--- src/rtl/pattern_loader_pkg.sv ---
// rtl/pattern_loader_pkg.sv - shared states, constants and pattern word helper for pattern_loader
package pattern_loader_pkg;

   // Default register map geometry; the loader's parameters default to these.
   localparam int PL_REG_WIDTH  = 32;
   localparam int PL_REG_DEPTH  = 4;
   localparam int PL_PAT_WIDTH  = PL_REG_DEPTH - 1;
   localparam int PL_PAT_SIZE   = PL_PAT_WIDTH * PL_REG_WIDTH;
   localparam int PL_RD_TIMEOUT = 16;

   // Control register location and the matcher enable bit inside it.
   localparam int CTRL_ADDR  = 0;
   localparam int ENABLE_BIT = 0;

   typedef enum logic [2:0] {
      IDLE = 3'd0,
      DIS  = 3'd1,
      WR   = 3'd2,
      VFY  = 3'd3,
      EN   = 3'd4,
      DONE = 3'd5
   } state_e;

   // Key word k (1-based register address) taken from the latched pattern in
   // pattern index order; address 0 is the control register and has no word.
   function automatic logic [PL_REG_WIDTH-1:0] pattern_word(
      input logic [0:PL_PAT_SIZE-1] pat,
      input int unsigned            k
   );
      if (k == 0 || k > PL_PAT_WIDTH) begin
         return '0;
      end
      return pat[(k-1)*PL_REG_WIDTH +: PL_REG_WIDTH];
   endfunction

endpackage

--- src/rtl/avalon_mm_if.sv ---
// rtl/avalon_mm_if.sv - Avalon-MM bus bundle with master and slave views
interface avalon_mm_if #(
   parameter int ADDR_WIDTH = 2,
   parameter int DATA_WIDTH = 32
);
   logic [ADDR_WIDTH-1:0] address;
   logic                  write;
   logic [DATA_WIDTH-1:0] writedata;
   logic                  read;
   logic [DATA_WIDTH-1:0] readdata;
   logic                  readdatavalid;
   logic                  waitrequest;

   modport master (
      output address, write, writedata, read,
      input  readdata, readdatavalid, waitrequest
   );

   modport slave (
      input  address, write, writedata, read,
      output readdata, readdatavalid, waitrequest
   );
endinterface

--- src/rtl/pattern_loader.sv ---
// rtl/pattern_loader.sv - atomic pattern reload master; readback verify built when PATTERN_LOADER_VERIFY_EN is defined
module pattern_loader
   import pattern_loader_pkg::*;
#(
   parameter int REG_WIDTH  = PL_REG_WIDTH,
   parameter int REG_DEPTH  = PL_REG_DEPTH,
   parameter int PAT_WIDTH  = REG_DEPTH - 1,
   parameter int PAT_SIZE   = PAT_WIDTH * REG_WIDTH,
   parameter int ADDR_WIDTH = $clog2(REG_DEPTH),
   parameter int RD_TIMEOUT = PL_RD_TIMEOUT
) (
   input  logic                clk_i,
   input  logic                rst_i,
   input  logic                load_req_i,
   input  logic [0:PAT_SIZE-1] pattern_i,
   input  logic                enable_after_i,
   avalon_mm_if.master         amm_master_if,
   output logic                busy_o,
   output logic                done_o,
   output logic                error_o
);

   localparam logic [ADDR_WIDTH-1:0] LAST_WORD = ADDR_WIDTH'(PAT_WIDTH);
   localparam logic [ADDR_WIDTH-1:0] CTRL_A    = ADDR_WIDTH'(CTRL_ADDR);
   localparam logic [REG_WIDTH-1:0]  EN_DATA   = REG_WIDTH'(1) << ENABLE_BIT;

   state_e                 state_q, state_d;
   logic [0:PAT_SIZE-1]    pat_q, pat_d;
   logic                   en_after_q, en_after_d;
   logic [ADDR_WIDTH-1:0]  word_q, word_d;
   logic                   err_q, err_d;

   logic                   cmd_wr, cmd_rd;
   logic [ADDR_WIDTH-1:0]  cmd_addr;
   logic [REG_WIDTH-1:0]   cmd_data;
   logic [REG_WIDTH-1:0]   cur_word;

`ifdef PATTERN_LOADER_VERIFY_EN
   localparam int TMO_W = $clog2(RD_TIMEOUT + 1);
   logic                   rd_pend_q, rd_pend_d;
   logic [TMO_W-1:0]       tmo_q, tmo_d;
   logic                   rd_done;
`else
   localparam int unused_rd_timeout = RD_TIMEOUT;
   logic unused_rd;
   assign unused_rd = ^{amm_master_if.readdata, amm_master_if.readdatavalid};
`endif

   assign cur_word = pattern_word(pat_q, 32'(word_q));

   // State, latched request and counters; reset abandons any in-flight command.
   always_ff @(posedge clk_i or posedge rst_i) begin
      if (rst_i) begin
         state_q    <= IDLE;
         pat_q      <= '0;
         en_after_q <= 1'b0;
         word_q     <= '0;
         err_q      <= 1'b0;
`ifdef PATTERN_LOADER_VERIFY_EN
         rd_pend_q  <= 1'b0;
         tmo_q      <= '0;
`endif
      end else begin
         state_q    <= state_d;
         pat_q      <= pat_d;
         en_after_q <= en_after_d;
         word_q     <= word_d;
         err_q      <= err_d;
`ifdef PATTERN_LOADER_VERIFY_EN
         rd_pend_q  <= rd_pend_d;
         tmo_q      <= tmo_d;
`endif
      end
   end

   // Sequence control and bus command generation; commands hold while waitrequest is high.
   always_comb begin
      state_d    = state_q;
      pat_d      = pat_q;
      en_after_d = en_after_q;
      word_d     = word_q;
      err_d      = err_q;
      cmd_wr     = 1'b0;
      cmd_rd     = 1'b0;
      cmd_addr   = '0;
      cmd_data   = '0;
`ifdef PATTERN_LOADER_VERIFY_EN
      rd_pend_d  = rd_pend_q;
      tmo_d      = tmo_q;
      rd_done    = 1'b0;
`endif
      case (state_q)
         IDLE: begin
            if (load_req_i) begin
               pat_d      = pattern_i;
               en_after_d = enable_after_i;
               err_d      = 1'b0;
               word_d     = '0;
               state_d    = DIS;
            end
         end
         DIS: begin
            cmd_wr   = 1'b1;
            cmd_addr = CTRL_A;
            if (!amm_master_if.waitrequest) begin
               word_d  = ADDR_WIDTH'(1);
               state_d = WR;
            end
         end
         WR: begin
            cmd_wr   = 1'b1;
            cmd_addr = word_q;
            cmd_data = cur_word;
            if (!amm_master_if.waitrequest) begin
               if (word_q == LAST_WORD) begin
`ifdef PATTERN_LOADER_VERIFY_EN
                  word_d    = ADDR_WIDTH'(1);
                  rd_pend_d = 1'b0;
                  tmo_d     = '0;
                  state_d   = VFY;
`else
                  state_d   = en_after_q ? EN : DONE;
`endif
               end else begin
                  word_d = word_q + ADDR_WIDTH'(1);
               end
            end
         end
`ifdef PATTERN_LOADER_VERIFY_EN
         VFY: begin
            cmd_rd   = !rd_pend_q;
            cmd_addr = word_q;
            if (!rd_pend_q) begin
               // Data may come back in the same cycle the read is accepted.
               if (!amm_master_if.waitrequest) begin
                  if (amm_master_if.readdatavalid) begin
                     rd_done = 1'b1;
                  end else begin
                     rd_pend_d = 1'b1;
                     tmo_d     = '0;
                  end
               end
            end else if (amm_master_if.readdatavalid) begin
               rd_done = 1'b1;
            end else if (tmo_q == TMO_W'(RD_TIMEOUT - 1)) begin
               err_d   = 1'b1;
               state_d = DONE;
            end else begin
               tmo_d = tmo_q + TMO_W'(1);
            end
            if (rd_done) begin
               rd_pend_d = 1'b0;
               if (amm_master_if.readdata != cur_word) begin
                  err_d   = 1'b1;
                  state_d = DONE;
               end else if (word_q == LAST_WORD) begin
                  state_d = en_after_q ? EN : DONE;
               end else begin
                  word_d = word_q + ADDR_WIDTH'(1);
               end
            end
         end
`endif
         EN: begin
            cmd_wr   = 1'b1;
            cmd_addr = CTRL_A;
            cmd_data = EN_DATA;
            if (!amm_master_if.waitrequest) begin
               state_d = DONE;
            end
         end
         DONE: begin
            state_d = IDLE;
         end
         default: begin
            state_d = IDLE;
         end
      endcase
   end

   assign amm_master_if.write     = cmd_wr;
   assign amm_master_if.read      = cmd_rd;
   assign amm_master_if.address   = cmd_addr;
   assign amm_master_if.writedata = cmd_data;

   assign busy_o  = (state_q != IDLE);
   assign done_o  = (state_q == DONE);
   assign error_o = (state_q == DONE) && err_q;

endmodule

--- src/flat_wrapper.sv ---
// flat-port wrapper written by rule: the top's interface ports become plain ports
module pattern_loader_flat import pattern_loader_pkg::*;
#(
   parameter int REG_WIDTH  = PL_REG_WIDTH,
   parameter int REG_DEPTH  = PL_REG_DEPTH,
   parameter int PAT_WIDTH  = REG_DEPTH - 1,
   parameter int PAT_SIZE   = PAT_WIDTH * REG_WIDTH,
   parameter int ADDR_WIDTH = $clog2(REG_DEPTH),
   parameter int RD_TIMEOUT = PL_RD_TIMEOUT
)
  (clk_i, rst_i, load_req_i, pattern_i, enable_after_i, busy_o, done_o, error_o, amm_master_if_address, amm_master_if_write, amm_master_if_writedata, amm_master_if_read, amm_master_if_readdata, amm_master_if_readdatavalid, amm_master_if_waitrequest);
  avalon_mm_if #(.ADDR_WIDTH(ADDR_WIDTH), .DATA_WIDTH(32)) amm_master_if_i ();
  input  logic clk_i;
  input  logic rst_i;
  input  logic load_req_i;
  input  logic [0:PAT_SIZE-1] pattern_i;
  input  logic enable_after_i;
  output logic busy_o;
  output logic done_o;
  output logic error_o;
  output wire logic [$bits(amm_master_if_i.address)-1:0] amm_master_if_address;
  output wire logic [$bits(amm_master_if_i.write)-1:0] amm_master_if_write;
  output wire logic [$bits(amm_master_if_i.writedata)-1:0] amm_master_if_writedata;
  output wire logic [$bits(amm_master_if_i.read)-1:0] amm_master_if_read;
  input wire logic [$bits(amm_master_if_i.readdata)-1:0] amm_master_if_readdata;
  input wire logic [$bits(amm_master_if_i.readdatavalid)-1:0] amm_master_if_readdatavalid;
  input wire logic [$bits(amm_master_if_i.waitrequest)-1:0] amm_master_if_waitrequest;
  assign amm_master_if_address = amm_master_if_i.address;
  assign amm_master_if_write = amm_master_if_i.write;
  assign amm_master_if_writedata = amm_master_if_i.writedata;
  assign amm_master_if_read = amm_master_if_i.read;
  assign amm_master_if_i.readdata = amm_master_if_readdata;
  assign amm_master_if_i.readdatavalid = amm_master_if_readdatavalid;
  assign amm_master_if_i.waitrequest = amm_master_if_waitrequest;
  pattern_loader #(.REG_WIDTH(REG_WIDTH), .REG_DEPTH(REG_DEPTH), .PAT_WIDTH(PAT_WIDTH), .PAT_SIZE(PAT_SIZE), .ADDR_WIDTH(ADDR_WIDTH), .RD_TIMEOUT(RD_TIMEOUT)) u_core (.clk_i(clk_i), .rst_i(rst_i), .load_req_i(load_req_i), .pattern_i(pattern_i), .enable_after_i(enable_after_i), .amm_master_if(amm_master_if_i), .busy_o(busy_o), .done_o(done_o), .error_o(error_o));
endmodule
--- config.mk ---
export PLATFORM = sky130hd
export DESIGN_NAME = pattern_loader_flat
export DESIGN_NICKNAME = d
export VERILOG_FILES = /design/src/rtl/pattern_loader_pkg.sv /design/src/rtl/avalon_mm_if.sv /design/src/rtl/pattern_loader.sv /design/src/flat_wrapper.sv
export SDC_FILE = /design/constraint.sdc
export NUM_CORES = 1
export LEC_CHECK = 0
export ABC_AREA = 1
export CAP_MARGIN = 25
export CELL_PAD_IN_SITES_DETAIL_PLACEMENT = 1
export CELL_PAD_IN_SITES_GLOBAL_PLACEMENT = 1
export CORE_MARGIN = 5
export CORE_UTILIZATION = 35
export CTS_CLUSTER_DIAMETER = 200
export DETAILED_ROUTE_END_ITERATION = 8
export GPL_TIMING_DRIVEN = 0
export PLACE_DENSITY_LB_ADDON = 0.08
export SLEW_MARGIN = 0
export SYNTH_ARGS = -nofsm -noshare
export SYNTH_HDL_FRONTEND = slang
export SYNTH_SLANG_ARGS = --single-unit
--- constraint.sdc ---
create_clock -name clk_i -period 6.3 [get_ports clk_i]
set_clock_uncertainty 0.2 [all_clocks]
set_input_delay 1.575 -clock clk_i [delete_from_list [all_inputs] [get_ports clk_i]]
set_output_delay 1.575 -clock clk_i [all_outputs]
set_load 0.02 [all_outputs]
==> metrics.md <==
| Metric | Value |
|---|---|
| Routed WL per cell | `17.2 um` |
| VDD IR max | `0.160 mV` |
| Clock Tree Root | `clkbuf_16` |
| Die area | `18,000 um2` |
| Synth Register Bits | `102` |
| # diodes | `0` |
| Req. time, crit path | `4.53 ns` |
| Vias in the first global route | `~5.2k` |
| CP Cell Sequence | `buf_2, inv_2, clkbuf_1, ha_1, buf_2, clkinv_1, clkbuf_1, nand3_1, a21oi_2, clkdlybuf4s50_1` |
| GRT overflow | `0` |
| Ys Warns | `0` |
| Hold depth | `2` |
| Slew Viols, Final | `0` |
| Clk buf depth | `2` |
| Via density | `4.76` |
| Detailed Routing Iterations Pass 1 | `4` |
| Die H | `134 um` |
| Fin area | `7370 um2` |
| CP Max Fanout | `10` |
| DP Area | `7040 um2` |
| Period utilisation layout | `87.3%` |
| Vias | `4,644` |
| Setup Viol. Count Final | `0` |
| Worst Max-Slew Pin Slew | `0.735 ns` |
| Inserted Clock Buffers | `9` |
| HP Class | `flip-flop to flip-flop` |
| Top-area cell type share of the netlist area | `47.3%` |
| Cell Area, Synth | `between 5000 and 6000 um2` |
| Worst slew margin | `51.0%` |
| # Post-CTS Setup Buffers | `0` |
| Final hold vios | `0` |
| Max Cap Viol | `0` |
| Fraction of layout cells with a size suffix above 1 | `18.6%` |
| Reg2reg setup slack | `3.59 ns` |
| P&R area growth vs syn | `36.6%` |
| Number of port buffers | `137` |
| Skew-Pair Late Insertion Delay | `0.36 ns` |
| # DRC | `0` |
| I/O pin total | `173` |
| Core area | `15,100 um2` |
| DRT iter0 DRCs | `204` |
| RSZ-0062 raised after global routing | `false` |
| Synth area leader | `dfrtp_1` |
| LEAKAGE | `3.43 nW` |
| Die W | `134 um` |
| Cts repair resizes | `0` |
| FMAX | `0.182 GHz` |
| First-pass GRT wire length | `~28,000 um` |
| Final ANT Viol Nets | `0` |
| H-tree lvl count | `3` |
| Largest net degree at the start of global routing | `55` |
| Dpl hpwl | `between 10,000 and 15,000 um` |
| Outcome | `complete, no violations` |
| # nets final | `918` |
| Post-route setup TNS | `0 ns` |
| TritonCTS clock tree | `done` |
| Worst r2r dst | `u_core.word_q[1]` |
| Starting Density | `between 30 and 40%` |
| Critical path arrival | `3.72 ns` |
| Worst r2r src | `u_core.word_q[0]` |
| Initial antenna violation count | `0` |
| Sequential share of the synthesized area | `between 40% and 50%` |
| Area contributors post-synth | `dfrtp_1 (47%), nand2_1 (7.4%), inv_1 (7.2%)` |
| Wirelength, routed | `between 15,000 and 20,000 um` |
| R2R depth | `10` |
| GP Congestion | `0.814` |
| Hold Startpoint | `u_core.pat_q[5]` |
| PwrDens | `between 400 and 500 nW/um2` |
| Critical Path Source | `u_core.word_q[0]` |
| Synth cell types | `28` |
| CP peak stage delay | `about 0.62 ns` |
| Min Tclk post-route | `5.50 ns` |
| Clk slew on worst S/H paths | `0.07 ns` |
| Hold EP | `u_core.pat_q[5]` |
| Syn Inst Count | `632` |
| Clock sinks | `102` |
| CP max-delay cell | `clkdlybuf4s50_1` |
| Commonest non-fill, non-tap cell in the layout | `clkdlybuf4s50_1` |
| Worst Setup Start Kind | `flip-flop` |
| Final Total Pwr | `0.00331 W` |
| Total GRT Usage | `19.4%` |
| Crit. End Element | `output port` |
| Commonest non-fill, non-tap cells in the layout | `clkdlybuf4s50_1 (137), nand2_1 (106), inv_1 (103)` |
| Syn avg cell area | `8.54 um2` |
| Cts hold-fix bufs | `0` |
| Row Count | `45` |
| CP Class | `flip-flop to output port` |
==> worst max-delay path, delay by kind of cell, from the launching register on <==
family / cells / cell delay [ns]
buffers and inverters: 7 / 2.23
AOI/OAI and AO/OA: 1 / 0.19
adders and majority gates: 1 / 0.35
and+or+nand+nor: 1 / 0.19
DFF: 1 / 0.39
==> Yosys cell counts, drive strengths merged <==
cell	count
dfrtp	102
nor2	51
clkbuf	11
o22ai	1
a21oi	62
nand2	107
o211ai	3
o21ai	117
clkinv	1
ha	2
conb	1
buf	31
nand3	36
inv	106
nor3b	1
==> routing by layer <==
| layer | vias up | part of all wire [%] | global-route usage [%] |
|---|---|---|---|
| met3 | 9 | 4.8 | 5.10 |
| met2 | 96 | 50 | 33.6 |
| met5 | - | 0 | 0 |
| li1 | 2285 | - | - |
| met4 | 0 | 0.73 | 3.11 |
| met1 | 2254 | 44 | 24.8 |
==> layout make-up <==
type	count	area (um2)
plain buffers	42	337
repair buffers	138	1400
flip-flops and latches	102	2550
well taps	188	235
clock inverters	5	81.3
multi-input cells	382	2110
clock buffers	11	253
fillers	1799	7770
inverters	107	407
==> per-stage QoR <==
stage / utilization (%) / worst slack [ns] / std cells / hold slack [ns]
2_1_floorplan: - / 1.85 / 633 / 0.248
5_1_grt: 48.7 / 0.654 / 975 / 0.303
4_1_cts: 48.7 / 0.785 / 975 / 0.288
3_3_place_gp: 46.3 / 0.190 / 958 / 0.262
3_5_place_dp: 46.5 / 1.21 / 959 / 0.270
6_report: 48.7 / 0.802 / 975 / 0.286
==> kinds of logic (layout without fill, tap and decap cells) <==
logic type / count (synthesis) / after routing / synth area share, %
and+or+nand+nor: 195 / 195 / 15.8
DFF: 102 / 102 / 47.3
other: 1 / 2 / 0.0695
buffers and inverters: 149 / 303 / 13.7
AOI/OAI and AO/OA: 183 / 183 / 22.6
adders and majority gates: 2 / 2 / 0.464
==> sequential cells by signal (all words and copies together), names as in the netlist <==
register,flops
u_core.pat_q,96
u_core.state_q,3
u_core.word_q,2
u_core.en_after_q,1
==> worst max-delay path by stage <==
stage | end | slack [ns] | depth (start not counted)
2_1_floorplan | u_core.en_after_q | 1.85 | 1
3_3_place_gp | u_core.en_after_q | 0.19 | 2
3_5_place_dp | amm_master_if_writedata[24] | 1.21 | 10
4_1_cts | amm_master_if_writedata[25] | 0.79 | 11
5_1_grt | amm_master_if_writedata[9] | 0.65 | 10
6_report | amm_master_if_writedata[24] | 0.80 | 10
==> where the power goes <==
part           switching, W  internal, W
Sequential         0.000161     0.000965
Clock              0.000260     0.000370
Combinational      0.000968     0.000582
No activity file was read; power rests on OpenSTA's default activity.
